[src/rtl/distram_fifo_sync_fwft_if.sv]
// Write/read handshake, status flags and threshold bundle for distram_fifo_sync_fwft.
// The FIFO takes the slave side; the producer/consumer logic takes the master side.
interface distram_fifo_sync_fwft_if #(
    parameter int DATA_WIDTH  = 8,
    parameter int COUNT_WIDTH = 6
);
    logic                   wr_en;
    logic [DATA_WIDTH-1:0]  wr_data;
    logic                   rd_en;
    logic [DATA_WIDTH-1:0]  rd_data;
    logic                   valid;
    logic                   wr_ack;
    logic                   overflow;
    logic                   underflow;
    logic                   full;
    logic                   empty;
    logic                   almost_full;
    logic                   almost_empty;
    logic [COUNT_WIDTH-1:0] prog_full_thresh;
    logic [COUNT_WIDTH-1:0] prog_empty_thresh;
    logic                   prog_full;
    logic                   prog_empty;
    logic [COUNT_WIDTH-1:0] count;

    modport master (
        output wr_en, wr_data, rd_en, prog_full_thresh, prog_empty_thresh,
        input  rd_data, valid, wr_ack, overflow, underflow, full, empty,
               almost_full, almost_empty, prog_full, prog_empty, count
    );

    modport slave (
        input  wr_en, wr_data, rd_en, prog_full_thresh, prog_empty_thresh,
        output rd_data, valid, wr_ack, overflow, underflow, full, empty,
               almost_full, almost_empty, prog_full, prog_empty, count
    );
endinterface

[src/rtl/distram_fifo_sync_fwft.sv]
// Single-clock FIFO on distributed dual-port RAM with a registered read port,
// selectable standard (1-cycle latency) or first-word-fall-through read mode.
module distram_fifo_sync_fwft #(
    parameter int DATA_WIDTH  = 8,
    parameter int FIFO_DEPTH  = 32,
    parameter bit FWFT        = 1'b0,
    parameter int ADDR_WIDTH  = $clog2(FIFO_DEPTH),
    parameter int COUNT_WIDTH = $clog2(FIFO_DEPTH) + 1
) (
    input  logic                   clk,
    input  logic                   rst_n,
    distram_fifo_sync_fwft_if.slave bus
);
    localparam logic [COUNT_WIDTH-1:0] DEPTH_C = COUNT_WIDTH'(FIFO_DEPTH);
    localparam logic [COUNT_WIDTH-1:0] CNT_ONE = COUNT_WIDTH'(1);
    localparam logic [ADDR_WIDTH-1:0]  PTR_ONE = ADDR_WIDTH'(1);

    logic [DATA_WIDTH-1:0]  mem [FIFO_DEPTH];
    logic [ADDR_WIDTH-1:0]  wr_ptr;
    logic [ADDR_WIDTH-1:0]  rd_ptr;
    logic [COUNT_WIDTH-1:0] count_q;
    logic [DATA_WIDTH-1:0]  dout;
    logic                   dvalid;
    logic                   wr_ack_q;
    logic                   overflow_q;
    logic                   underflow_q;
    logic                   full_c;
    logic                   empty_c;
    logic                   wa;
    logic                   ra;
    logic                   load;

    assign full_c  = (count_q == DEPTH_C);
    assign empty_c = FWFT ? ~dvalid : (count_q == '0);
    assign wa      = bus.wr_en & ~full_c;
    assign ra      = bus.rd_en & ~empty_c;

    // In FWFT mode count includes the output register, so RAM occupancy is count - dvalid.
    generate
        if (FWFT) begin : g_fwft
            logic [COUNT_WIDTH-1:0] ram_count;
            assign ram_count = count_q - COUNT_WIDTH'(dvalid);
            assign load      = (~dvalid | ra) & (ram_count != '0);
        end else begin : g_std
            assign load = ra;
        end
    endgenerate

    // NOTE: the storage array has no reset so it maps onto LUT RAM; pointers and count define validity.
    always_ff @(posedge clk) begin
        if (wa) mem[wr_ptr] <= bus.wr_data;
    end

    always_ff @(posedge clk or negedge rst_n) begin
        if (!rst_n) begin
            wr_ptr      <= '0;
            rd_ptr      <= '0;
            count_q     <= '0;
            dout        <= '0;
            dvalid      <= 1'b0;
            wr_ack_q    <= 1'b0;
            overflow_q  <= 1'b0;
            underflow_q <= 1'b0;
        end else begin
            if (wa) wr_ptr <= wr_ptr + PTR_ONE;
            if (load) begin
                dout   <= mem[rd_ptr];
                rd_ptr <= rd_ptr + PTR_ONE;
            end
            // Standard mode: one-cycle valid pulse. FWFT mode: output register occupancy.
            dvalid <= FWFT ? (load | (dvalid & ~ra)) : ra;
            case ({wa, ra})
                2'b10:   count_q <= count_q + CNT_ONE;
                2'b01:   count_q <= count_q - CNT_ONE;
                default: count_q <= count_q;
            endcase
            wr_ack_q    <= wa;
            overflow_q  <= bus.wr_en & full_c;
            underflow_q <= bus.rd_en & empty_c;
        end
    end

    assign bus.rd_data      = dout;
    assign bus.valid        = dvalid;
    assign bus.wr_ack       = wr_ack_q;
    assign bus.overflow     = overflow_q;
    assign bus.underflow    = underflow_q;
    assign bus.full         = full_c;
    assign bus.empty        = empty_c;
    assign bus.almost_full  = (count_q >= DEPTH_C - CNT_ONE);
    assign bus.almost_empty = (count_q <= CNT_ONE);
    assign bus.prog_full    = (count_q >= bus.prog_full_thresh);
    assign bus.prog_empty   = (count_q <= bus.prog_empty_thresh);
    assign bus.count        = count_q;
endmodule

[src/flat_wrapper.sv]
// flat-port wrapper written by rule: the top's interface ports become plain ports
module distram_fifo_sync_fwft_flat 
#(
    parameter int DATA_WIDTH  = 8,
    parameter int FIFO_DEPTH  = 32,
    parameter bit FWFT        = 1'b0,
    parameter int ADDR_WIDTH  = $clog2(FIFO_DEPTH),
    parameter int COUNT_WIDTH = $clog2(FIFO_DEPTH) + 1
)
  (clk, rst_n, bus_wr_en, bus_wr_data, bus_rd_en, bus_prog_full_thresh, bus_prog_empty_thresh, bus_rd_data, bus_valid, bus_wr_ack, bus_overflow, bus_underflow, bus_full, bus_empty, bus_almost_full, bus_almost_empty, bus_prog_full, bus_prog_empty, bus_count);
  distram_fifo_sync_fwft_if #(.DATA_WIDTH(DATA_WIDTH), .COUNT_WIDTH(COUNT_WIDTH)) bus_i ();
  input  logic clk;
  input  logic rst_n;
  input wire logic [$bits(bus_i.wr_en)-1:0] bus_wr_en;
  input wire logic [$bits(bus_i.wr_data)-1:0] bus_wr_data;
  input wire logic [$bits(bus_i.rd_en)-1:0] bus_rd_en;
  input wire logic [$bits(bus_i.prog_full_thresh)-1:0] bus_prog_full_thresh;
  input wire logic [$bits(bus_i.prog_empty_thresh)-1:0] bus_prog_empty_thresh;
  output wire logic [$bits(bus_i.rd_data)-1:0] bus_rd_data;
  output wire logic [$bits(bus_i.valid)-1:0] bus_valid;
  output wire logic [$bits(bus_i.wr_ack)-1:0] bus_wr_ack;
  output wire logic [$bits(bus_i.overflow)-1:0] bus_overflow;
  output wire logic [$bits(bus_i.underflow)-1:0] bus_underflow;
  output wire logic [$bits(bus_i.full)-1:0] bus_full;
  output wire logic [$bits(bus_i.empty)-1:0] bus_empty;
  output wire logic [$bits(bus_i.almost_full)-1:0] bus_almost_full;
  output wire logic [$bits(bus_i.almost_empty)-1:0] bus_almost_empty;
  output wire logic [$bits(bus_i.prog_full)-1:0] bus_prog_full;
  output wire logic [$bits(bus_i.prog_empty)-1:0] bus_prog_empty;
  output wire logic [$bits(bus_i.count)-1:0] bus_count;
  assign bus_i.wr_en = bus_wr_en;
  assign bus_i.wr_data = bus_wr_data;
  assign bus_i.rd_en = bus_rd_en;
  assign bus_i.prog_full_thresh = bus_prog_full_thresh;
  assign bus_i.prog_empty_thresh = bus_prog_empty_thresh;
  assign bus_rd_data = bus_i.rd_data;
  assign bus_valid = bus_i.valid;
  assign bus_wr_ack = bus_i.wr_ack;
  assign bus_overflow = bus_i.overflow;
  assign bus_underflow = bus_i.underflow;
  assign bus_full = bus_i.full;
  assign bus_empty = bus_i.empty;
  assign bus_almost_full = bus_i.almost_full;
  assign bus_almost_empty = bus_i.almost_empty;
  assign bus_prog_full = bus_i.prog_full;
  assign bus_prog_empty = bus_i.prog_empty;
  assign bus_count = bus_i.count;
  distram_fifo_sync_fwft #(.DATA_WIDTH(DATA_WIDTH), .FIFO_DEPTH(FIFO_DEPTH), .FWFT(FWFT), .ADDR_WIDTH(ADDR_WIDTH), .COUNT_WIDTH(COUNT_WIDTH)) u_core (.clk(clk), .rst_n(rst_n), .bus(bus_i));
endmodule
[config.mk]
export PLATFORM = sky130hd
export DESIGN_NAME = distram_fifo_sync_fwft_flat
export DESIGN_NICKNAME = d
export VERILOG_FILES = /design/src/rtl/distram_fifo_sync_fwft_if.sv /design/src/rtl/distram_fifo_sync_fwft.sv /design/src/flat_wrapper.sv
export SDC_FILE = /design/constraint.sdc
export NUM_CORES = 1
export LEC_CHECK = 0
export CAP_MARGIN = 20
export CORE_MARGIN = 1
export CORE_UTILIZATION = 60
export DETAILED_ROUTE_END_ITERATION = 7
export HOLD_SLACK_MARGIN = 0.02
export PLACE_DENSITY = 0.88
export SYNTH_ARGS = -nofsm -noshare
export SYNTH_HDL_FRONTEND = slang
export SYNTH_SLANG_ARGS = --single-unit
[constraint.sdc]
create_clock -name clk -period 3.6 [get_ports clk]
set_input_delay 0.54 -clock clk [delete_from_list [all_inputs] [get_ports clk]]
set_output_delay 0.54 -clock clk [all_outputs]
set_load 0.1 [all_outputs]
==> flow_metrics.env, run 1 <==
export IMPL_gp_congestion=0.8743
export IMPL_post_dp_cell_area_um2=12240
export IMPL_powerDensity_nw_per_um2=805.4
export IMPL_synth_edf_count=256
export IMPL_hold_viol=0
export IMPL_avgSynthCellArea_um2=17.82
export IMPL_cts_tree="yes"
export IMPL_synthTopCellsByCount="256 x edfxtp_1, 57 x mux2i_1, 41 x nor2_1"
export IMPL_post_synth_top_area_fraction_pct=66.80
export IMPL_dp_hpwl_mm=15.10
export IMPL_cts_hold_buffers=0
export IMPL_diodes=0
export IMPL_drt_initial_drc_count=758
export IMPL_fin_skew_ns=0.008646
export IMPL_start_util_pct=61.32
export IMPL_final_period_utilization_pct=81.65
export IMPL_ctsLongestPathBuffers=3
export IMPL_required_ns=3.06
export IMPL_root_buffer="clkbuf_16"
export IMPL_stdcell_count=961
export IMPL_synth_area_leaders="edfxtp_1 67%, mux4_2 7.8%, dfrtp_1 6.1%"
export IMPL_yosysWarningCount=0
export IMPL_max_stage_delay_ns=0.48
export IMPL_synth_area_um2=11510
export IMPL_crit_top_cell="a21o_1"
export IMPL_routed_via_density=6.605
export IMPL_startpoint_type="flip-flop"
export IMPL_cts_setup_buffers=0
export IMPL_antenna_found_initial=1
export IMPL_drt_first_pass_iters=7
export IMPL_coreArea_um2=18770
export IMPL_dieHeight_um=140.5
export IMPL_htree_levels=1
export IMPL_drc=1
export IMPL_routed_wl_mm=24.26
export IMPL_cts_buffers=27
export IMPL_utilization_pct=69.44
export IMPL_path_cells="inv_1 > ha_1 > nand2b_1 > a21o_1 > a21o_1 > a21oi_1 > o21ai_1 > buf_4"
export IMPL_yosysMostFrequentCell="edfxtp_1"
export IMPL_cp_end_kind="output pin"
export IMPL_ir_worst_vdd_mv=0.5476
export IMPL_syn_instance_count=646
export IMPL_insertion_delay_ns=0.53
export IMPL_dieArea_um2=19740
export IMPL_yosysTopAreaCell="edfxtp_1"
export IMPL_cp_slowest_cell="dfrtp_1"
export IMPL_gr_total_overflow=0
export IMPL_rows=50
export IMPL_syn_nets=692
export IMPL_io_buffers=47
export IMPL_worstMarginPinSlew_ns=1.007
export IMPL_grt_pass1_wl_mm=36.74
export IMPL_worstPathArrival_ns=2.40
export IMPL_regArea_um2=8393
export IMPL_slew_viol_final=0
export IMPL_relSlewSlack_pct=32.63
export IMPL_clock_sinks=284
export IMPL_hold_path_class="primary input to async pin"
export IMPL_grt_usage_pct=25.38
export IMPL_ys_flop_type="edfxtp_1"
export IMPL_stdcell_area_um2=13030
export IMPL_rsz0062_at_grt="no"
export IMPL_fillers=1097
export IMPL_power_leakage_uw=0.004495
export IMPL_vias=6347
export IMPL_async_flop_share_pct=9.859
export IMPL_critPathKind="flip-flop to output pin"
export IMPL_synth_seq_cells=284
export IMPL_failed_checks="design-rule violations"
export IMPL_placedCellCount=912
export IMPL_timing_fmax_mhz=340.2
export IMPL_drive_above_1_share_pct=14.58
export IMPL_boundaryPins=48
export IMPL_cp_max_fo=7
export IMPL_cts_clk_slew_worst_paths_ns=0.06
export IMPL_seq_area_frac_synth_pct=72.89
export IMPL_multiInputGateArea_um2=2887
export IMPL_synth_distinct_cells=42
export IMPL_nets=753
export IMPL_grt_pass1_vias=6361
export IMPL_die_w_um=140.5
export IMPL_status="finished, violations left"
export IMPL_cts_resized=0
export IMPL_setup_violations_final=0
export IMPL_area_delta_synth_final_pct=13.24
export IMPL_avgRoutedWirePerCell_um=25.25
export IMPL_max_cap_violations=0
export IMPL_grt_max_degree=38
export IMPL_period_needed_ns=2.939
export IMPL_ant_nets=0
==> sequential cells by signal (all words and copies together) (netlist names) <==
name / count
u_core.mem: 256
u_core.bus.count: 6
u_core.bus.valid: 1
u_core.bus.wr_ack: 1
u_core.rd_ptr: 5
u_core.bus.rd_data: 8
u_core.bus.overflow: 1
u_core.wr_ptr: 5
u_core.bus.underflow: 1
==> layout by cell type (no fill, tap or decap), types with 8 or more instances in the layout <==
cell type / netlist / final
mux2i_1: 57 / 57
clkdlybuf4s50_1: 0 / 41
a21oi_1: 14 / 14
nand3_1: 14 / 14
edfxtp_1: 256 / 256
o211a_1: 8 / 8
a211oi_1: 8 / 8
xnor2_1: 10 / 10
clkbuf_16: 0 / 27
nand2_1: 24 / 24
buf_4: 6 / 22
ha_1: 22 / 22
dfrtp_1: 28 / 26
clkinv_1: 0 / 11
nor2_1: 41 / 41
o22ai_1: 24 / 24
mux4_2: 40 / 40
inv_1: 18 / 18
==> cell type report <==
type	instances	share of cell area (%)
flip-flops and latches	284	64.40
multi-input cells	311	22.15
clock buffers	33	5.357
repair buffers	64	4.570
well taps	234	2.247
clock inverters	16	0.7296
inverters	19	0.5472
==> through the flow <==
step | total power [µW] | setup TNS, ns | hold slack, ns | worst slack [ns]
2_1_floorplan | 6978 | -0.1845 | 0.2444 | -0.1845
3_3_place_gp | 7762 | 0 | 0.5195 | 0.8726
3_5_place_dp | 7893 | 0 | 0.5321 | 0.7748
4_1_cts | 10490 | 0 | 0.4058 | 0.6515
5_1_grt | 10840 | 0 | 0.4296 | 0.5035
6_report | 10500 | 0 | 0.4087 | 0.6606
==> where the power goes <==
group	switching [µW]	leakage, µW	internal, µW
clock	1130	0.000387	1440
sequential	495	0.00264	3920
combinational	2210	0.00147	1290
total	3840	0.00449	6660
==> critical path: cells and delay by family, from the launching register on <==
kind                     cells  cell delay, ns
buffers and inverters        2            0.38
AO/OA/AOI/OAI                4            0.57
flip-flops                   1            0.48
AND/OR/NAND/NOR              1            0.14
adder cells (fa/ha/maj)      1            0.31
==> layer usage <==
layer  share of wire (%)  global-route usage [%]  up-vias
met3                 9.1                   5.436       68
met4                 3.3                   8.867        0
li1                    -                       -     2671
met2                  48                   40.68      424
met5                   0                       0        -
met1                  40                   35.07     3184
==> cell families (layout without fill, tap and decap cells) <==
kind of cell               after synthesis  in the layout  share of synthesized area (%)
buffers and inverters                   51            132                          2.076
adders and majority gates               22             22                          2.392
muxes                                   97             97                          12.79
AOI/OAI and AO/OA                       77             77                          4.642
xor gates and xnor gates                13             13                         0.9894
DFF                                    284            284                          72.89
and+or+nand+nor                        102            102                          4.229
==> final timing paths <==
check | startpoint | to | slack, ns | cells after the start
worst max-delay path | u_core.bus.count[0] | bus_prog_full | 0.66 | 8
worst min-delay path | rst_n | u_core.bus.count[0] | 0.41 | 2
worst max register to register | u_core.bus.count[0] | u_core.bus.count[5] | 0.69 | 10
worst min register to register | u_core.rd_ptr[4] | u_core.rd_ptr[4] | 0.56 | 1
max in group asynchronous | rst_n | u_core.rd_ptr[0] | 2.89 | 2
min in group clk | u_core.rd_ptr[4] | u_core.rd_ptr[4] | 0.56 | 1
No activity file was read; power rests on OpenSTA's default activity.
==> inputs of run 2 (changes only) <==
--- a/config.mk
+++ b/config.mk
@@ -7,10 +7,10 @@
 export LEC_CHECK = 0
 export CAP_MARGIN = 20
 export CORE_MARGIN = 1
-export CORE_UTILIZATION = 60
+export CORE_UTILIZATION = 54
 export DETAILED_ROUTE_END_ITERATION = 7
 export HOLD_SLACK_MARGIN = 0.02
-export PLACE_DENSITY = 0.88
+export PLACE_DENSITY = 0.84
 export SYNTH_ARGS = -nofsm -noshare
 export SYNTH_HDL_FRONTEND = slang
 export SYNTH_SLANG_ARGS = --single-unit
==> constraint.sdc (replaced) <==
create_clock -name clk -period 2.7 [get_ports clk]
set_input_delay 0.405 -clock clk [delete_from_list [all_inputs] [get_ports clk]]
set_output_delay 0.405 -clock clk [all_outputs]
set_load 0.1 [all_outputs]
==> run 2 against run 1 <==
Compared with the run above: the run now ends clean; critical endpoint unchanged; sequential share of layout area down 2.0 points; worst setup slack lost 0.56 ns; hold slack got worse by 0.040 ns; combinational power grew 45%; power grew 36%; cell area is 3.4% higher; sequential cell count stayed put; die area is 11% higher; cell count is 8.1% higher; wire length decreased by 2.6%; clock skew about the same; global-route usage shrank 3.4 points.
==> flow_metrics.env, run 2 (synthesis results as in run 1) <==
export IMPL_timing_fmax_mhz=384.8
export IMPL_max_cap_violations=0
export IMPL_start_util_pct=54.92
export IMPL_drc=0
export IMPL_hold_viol=0
export IMPL_root_buffer="clkbuf_16"
export IMPL_cp_end_kind="output pin"
export IMPL_drive_above_1_share_pct=24.48
export IMPL_cts_clk_slew_worst_paths_ns=0.06
export IMPL_hold_slack_ns=0.3683
export IMPL_dieHeight_um=148.0
export IMPL_worstPathArrival_ns=2.19
export IMPL_area_delta_synth_final_pct=17.10
export IMPL_dieArea_um2=21900
export IMPL_slew_viol_final=0
export IMPL_gr_total_overflow=0
export IMPL_ir_worst_vdd_mv=0.7770
export IMPL_setup_ws_ns=0.1013
export IMPL_relSlewSlack_pct=44.01
export IMPL_routed_via_density=5.961
export IMPL_nets=793
export IMPL_pre_cts_ws_ns=0.1526
export IMPL_status="complete, no violations"
export IMPL_cp_max_fo=3
export IMPL_insertion_delay_ns=0.52
export IMPL_routed_wl_mm=23.63
export IMPL_cts_tree="yes"
export IMPL_final_period_utilization_pct=96.25
export IMPL_fin_skew_ns=0.008347
export IMPL_grt_pass1_vias=6430
export IMPL_placedCellCount=990
export IMPL_worstRegToRegCells=11
export IMPL_critPathKind="flip-flop to output pin"
export IMPL_vias=6193
export IMPL_hold_path_class="primary input to async pin"
export IMPL_grt_max_degree=33
export IMPL_rsz0062_at_grt="no"
export IMPL_largest_reg_flops=256
export IMPL_stdcell_count=1039
export IMPL_setup_violations_final=0
export IMPL_boundaryPins=48
export IMPL_mostFrequentLayoutCells="256 x edfxtp_1, 77 x buf_4, 57 x mux2i_1, 40 x nor2_1, 40 x mux4_2"
export IMPL_r2r_end="u_core.bus.count[5]"
export IMPL_fillers=1404
export IMPL_htree_levels=1
export IMPL_cts_buffers=26
export IMPL_powerDensity_nw_per_um2=1062
export IMPL_worstMarginPinSlew_ns=0.8373
export IMPL_clock_sinks=284
export IMPL_period_needed_ns=2.599
export IMPL_grt_usage_pct=22.03
export IMPL_drt_initial_drc_count=618
export IMPL_grt_pass1_wl_mm=36.10
export IMPL_dp_hpwl_mm=15.61
export IMPL_power_leakage_uw=0.004752
export IMPL_die_w_um=148.0
export IMPL_ant_nets=0
export IMPL_gp_congestion=0.9160
export IMPL_diodes=0
export IMPL_io_buffers=47
export IMPL_antenna_found_initial=0
export IMPL_avgRoutedWirePerCell_um=22.74
export IMPL_coreArea_um2=20960
export IMPL_ctsLongestPathBuffers=3
export IMPL_drt_first_pass_iters=7
export IMPL_rows=53
export IMPL_mostFrequentLayoutCell="edfxtp_1"
export IMPL_required_ns=2.30
export IMPL_rr_startpoint="u_core.bus.count[0]"
export IMPL_rrSetupSlack_ns=0.19
export IMPL_startpoint_type="flip-flop"
export IMPL_largest_register="u_core.mem"
export IMPL_cts_hold_buffers=0
-- run 2: cell count changes in the layout (fill, tap and decap cells not counted), sizes merged --
cell / change
buf: +59
clkdlybuf4s50: -18
clkinv: -4
clkbuf: -2
clkinvlp: +2
bufinv: +1
inv: -1
-- run 2: where the power goes --
| part | switching, µW | internal [µW] |
|---|---|---|
| combinational | 3160 | 1930 |
| clock | 1480 | 2010 |
| sequential | 492 | 5240 |
| total | 5130 | 9180 |
-- run 2: per-layer routing --
layer | wire length, µm | global-route usage (%) | vias to the layer above
met5 | 0 | 0 | -
met4 | 556 | 7.784 | 0
met2 | 12160 | 37.79 | 284
li1 | - | - | 2739
met1 | 9217 | 29.42 | 3125
met3 | 1700 | 2.407 | 45
-- run 2: worst max path at each step --
| stage | start | endpoint | cells past startpoint |
|---|---|---|---|
| 3_3_place_gp | bus_prog_full_thresh[0] | bus_prog_full | 8 |
| 2_1_floorplan | u_core.bus.count[2] | bus_almost_empty | 3 |
| 5_1_grt | u_core.bus.count[0] | bus_prog_full | 8 |
| 3_5_place_dp | bus_wr_en | u_core.mem[17][7] | 6 |
| 6_report | u_core.bus.count[0] | bus_prog_full | 8 |
| 4_1_cts | u_core.bus.count[0] | bus_prog_full | 8 |
-- run 2: layout make-up --
cell class	count	area (µm²)	share of cell area (%)
clock inverters	14	122.6	0.9099
multi-input cells	311	2929	21.73
clock buffers	31	690.7	5.125
repair buffers	105	908.4	6.740
flip-flops and latches	284	8406	62.37
inverters	19	76.32	0.5663
well taps	275	344.1	2.553
-- run 2: worst max-delay path: stages, from the launching register on --
cell,delay [ns]
dfrtp_4,0.49
inv_4,0.07
ha_1,0.22
nand2b_1,0.14
a21o_1,0.17
a21o_1,0.19
a21oi_2,0.14
o21ai_2,0.09
buf_12,0.17
-- run 2: metrics by stage --
stage | power (µW) | setup TNS (ns) | utilization, % | cell area [µm²]
finish | 14310 | 0 | 64.31 | 13480
global placement | 10630 | 0 | 60.27 | 12630
detailed placement | 10800 | 0 | 60.27 | 12630
global route | 14800 | 0 | 64.31 | 13480
CTS | 14290 | 0 | 64.20 | 13450
floorplan | 9380 | -0.1498 | - | 11590
-- run 2: what timing repair did --
| action | in CTS | in global routing |
|---|---|---|
| setup endpoints to repair | 1 | 1 |
| pin swaps | 0 | 1 |
| gates resized for setup | 1 | 0 |
| buffers inserted | 1 | 3 |
==> inputs of run 3 (changes only) <==
==> constraint.sdc (replaced) <==
create_clock -name clk -period 2.7 [get_ports clk]
set_input_delay 0.405 -clock clk [delete_from_list [all_inputs] [get_ports clk]]
set_output_delay 0.405 -clock clk [all_outputs]
set_load 0.01 [all_outputs]
==> run 3 against run 2 <==
Compared with the run above: sequential power decreased by 1%; global-route usage grew 1.5 points; sequential share of layout area down 0.40 points; hold slack worse by 0.12 ns; cell area increased by 0.54%; wire length rose by 5.1%; clock power up 9.8%; first-iteration DRC count rose by 3.1%; register-to-register slack improved by 0.02 ns; clock skew is 0.018 ns higher; combinational power is 20% lower.
==> flow_metrics.env, run 3 (synthesis results as in run 1) <==
export IMPL_grt_usage_pct=23.52
export IMPL_fin_skew_ns=0.02650
export IMPL_stdcell_count=1046
export IMPL_dieArea_um2=21900
export IMPL_drt_first_pass_iters=5
export IMPL_rrSetupSlack_ns=0.21
export IMPL_largest_register="u_core.mem"
export IMPL_pre_cts_ws_ns=-0.03573
export IMPL_worstPathArrival_ns=2.17
export IMPL_rsz0062_at_grt="no"
export IMPL_grt_pass1_vias=6731
export IMPL_final_period_utilization_pct=95.40
export IMPL_vias=6332
export IMPL_rows=53
export IMPL_drive_above_1_share_pct=20.36
export IMPL_powerDensity_nw_per_um2=1002
export IMPL_start_util_pct=54.92
export IMPL_coreArea_um2=20960
export IMPL_cp_depth=4
export IMPL_area_delta_synth_final_pct=17.73
export IMPL_worstMarginPinSlew_ns=0.8086
export IMPL_avgRoutedWirePerCell_um=23.75
export IMPL_clock_sinks=284
export IMPL_slew_viol_final=0
export IMPL_cts_clk_slew_worst_paths_ns=0.06
export IMPL_largest_reg_flops=256
export IMPL_drt_initial_drc_count=637
export IMPL_root_buffer="clkbuf_16"
export IMPL_timing_fmax_mhz=388.2
export IMPL_htree_levels=1
export IMPL_worstPathBufferInverterCount=2
export IMPL_cts_buffers=28
export IMPL_setup_violations_final=0
export IMPL_dp_hpwl_mm=15.57
export IMPL_boundaryPins=48
export IMPL_required_ns=2.30
export IMPL_critPathKind="flip-flop to output pin"
export IMPL_mostFrequentLayoutCells="256 x edfxtp_1, 57 x mux2i_1, 55 x buf_4, 44 x clkdlybuf4s50_1, 41 x nor2_1"
export IMPL_power_leakage_uw=0.004768
export IMPL_routed_wl_mm=24.84
export IMPL_grt_max_degree=34
export IMPL_rr_startpoint="u_core.bus.count[1]"
export IMPL_r2r_end="u_core.bus.count[5]"
export IMPL_grt_pass1_wl_mm=38.50
export IMPL_crit_end="bus_almost_empty"
export IMPL_path_cells="buf_4 > nor3_2 > nor3b_1 > clkdlybuf4s50_1"
export IMPL_die_w_um=148.0
export IMPL_nets=795
export IMPL_cts_tree="yes"
export IMPL_utilization_pct=64.66
export IMPL_hold_path_class="primary input to async pin"
export IMPL_ctsLongestPathBuffers=3
export IMPL_insertion_delay_ns=0.55
export IMPL_routed_via_density=6.054
export IMPL_dieHeight_um=148.0
export IMPL_drc=0
export IMPL_cp_end_kind="output pin"
export IMPL_status="complete, no violations"
export IMPL_cp_max_fo=3
export IMPL_hold_viol=0
export IMPL_fillers=1383
export IMPL_cts_hold_buffers=0
export IMPL_setup_ws_ns=0.1243
export IMPL_ir_worst_vdd_mv=0.6696
export IMPL_placedCellCount=992
export IMPL_startpoint_type="flip-flop"
export IMPL_cp_slowest_cell="clkdlybuf4s50_1"
export IMPL_mostFrequentLayoutCell="edfxtp_1"
export IMPL_finalPower_uw=13580
export IMPL_finalSetupTns_ns=0
export IMPL_gp_congestion=0.9200
export IMPL_io_buffers=47
export IMPL_period_needed_ns=2.576
export IMPL_worst_path_dominant_cell_family="buffers and inverters"
export IMPL_ant_nets=0
export IMPL_relSlewSlack_pct=46.09
export IMPL_setup_worst_path_start="u_core.bus.count[4]"
export IMPL_antenna_found_initial=0
export IMPL_gr_total_overflow=0
export IMPL_max_stage_delay_ns=0.58
export IMPL_worstRegToRegCells=10
export IMPL_diodes=0
export IMPL_max_cap_violations=0
-- run 3: cell types whose count changed in the layout (fill, tap and decap cells not counted), sizes merged --
cell           previous run  this run
clkinvlp                  2         0
bufinv                    2         3
clkbuf                   31        39
clkinv                   10        11
buf                      82        58
clkdlybuf4s50            23        44
dlygate4sd2               0         2
-- run 3: per-stage QoR --
stage	instance area, µm²	hold WS, ns
final	13550	0.2516
after global routing	13550	0.2870
after CTS	13550	0.2504
after detailed placement	12620	0.4923
after global placement	12620	0.4847
after floorplan	11520	0.1094
-- run 3: layer usage --
metal | up-vias | GRT usage (%) | share of wire [%]
li1 | 2747 | - | -
met1 | 3208 | 30.39 | 38
met2 | 304 | 39.37 | 51
met3 | 73 | 4.198 | 7.4
met4 | 0 | 10.10 | 3.9
met5 | - | 0 | 0
-- run 3: what timing repair did --
| action | in CTS | in global routing |
|---|---|---|
| setup buffers | 2 | 0 |
| endpoints found under the setup margin | 3 | 4 |
| gates resized for setup | 6 | 3 |
-- run 3: layout make-up --
class | instances | area [µm²] | share of cell area (%)
inverter | 19 | 73.82 | 0.5448
sequential | 284 | 8397 | 61.97
clock buffer | 38 | 748.2 | 5.522
timing repair buffer | 105 | 935.9 | 6.907
multi-input combinational | 311 | 2893 | 21.35
clock inverter | 14 | 157.7 | 1.164
tap | 275 | 344.1 | 2.539
-- run 3: power by group --
part	leakage [µW]	internal (µW)	switching (µW)
clock network	0.000447	2230	1580
registers	0.00263	5230	445
logic	0.00169	1900	2190
total	0.00477	9370	4220
-- run 3: how the worst min path moves through the flow --
stage                startpoint               endpoint  slack (ns)  cells after the start
2_1_floorplan             rst_n    u_core.bus.count[0]        0.11                      0
3_3_place_gp   u_core.rd_ptr[4]       u_core.rd_ptr[4]        0.48                      1
3_5_place_dp   u_core.rd_ptr[4]       u_core.rd_ptr[4]        0.49                      1
4_1_cts                   rst_n  u_core.bus.rd_data[6]        0.25                      2
5_1_grt                   rst_n  u_core.bus.rd_data[6]        0.29                      2
6_report                  rst_n  u_core.bus.rd_data[6]        0.25                      2
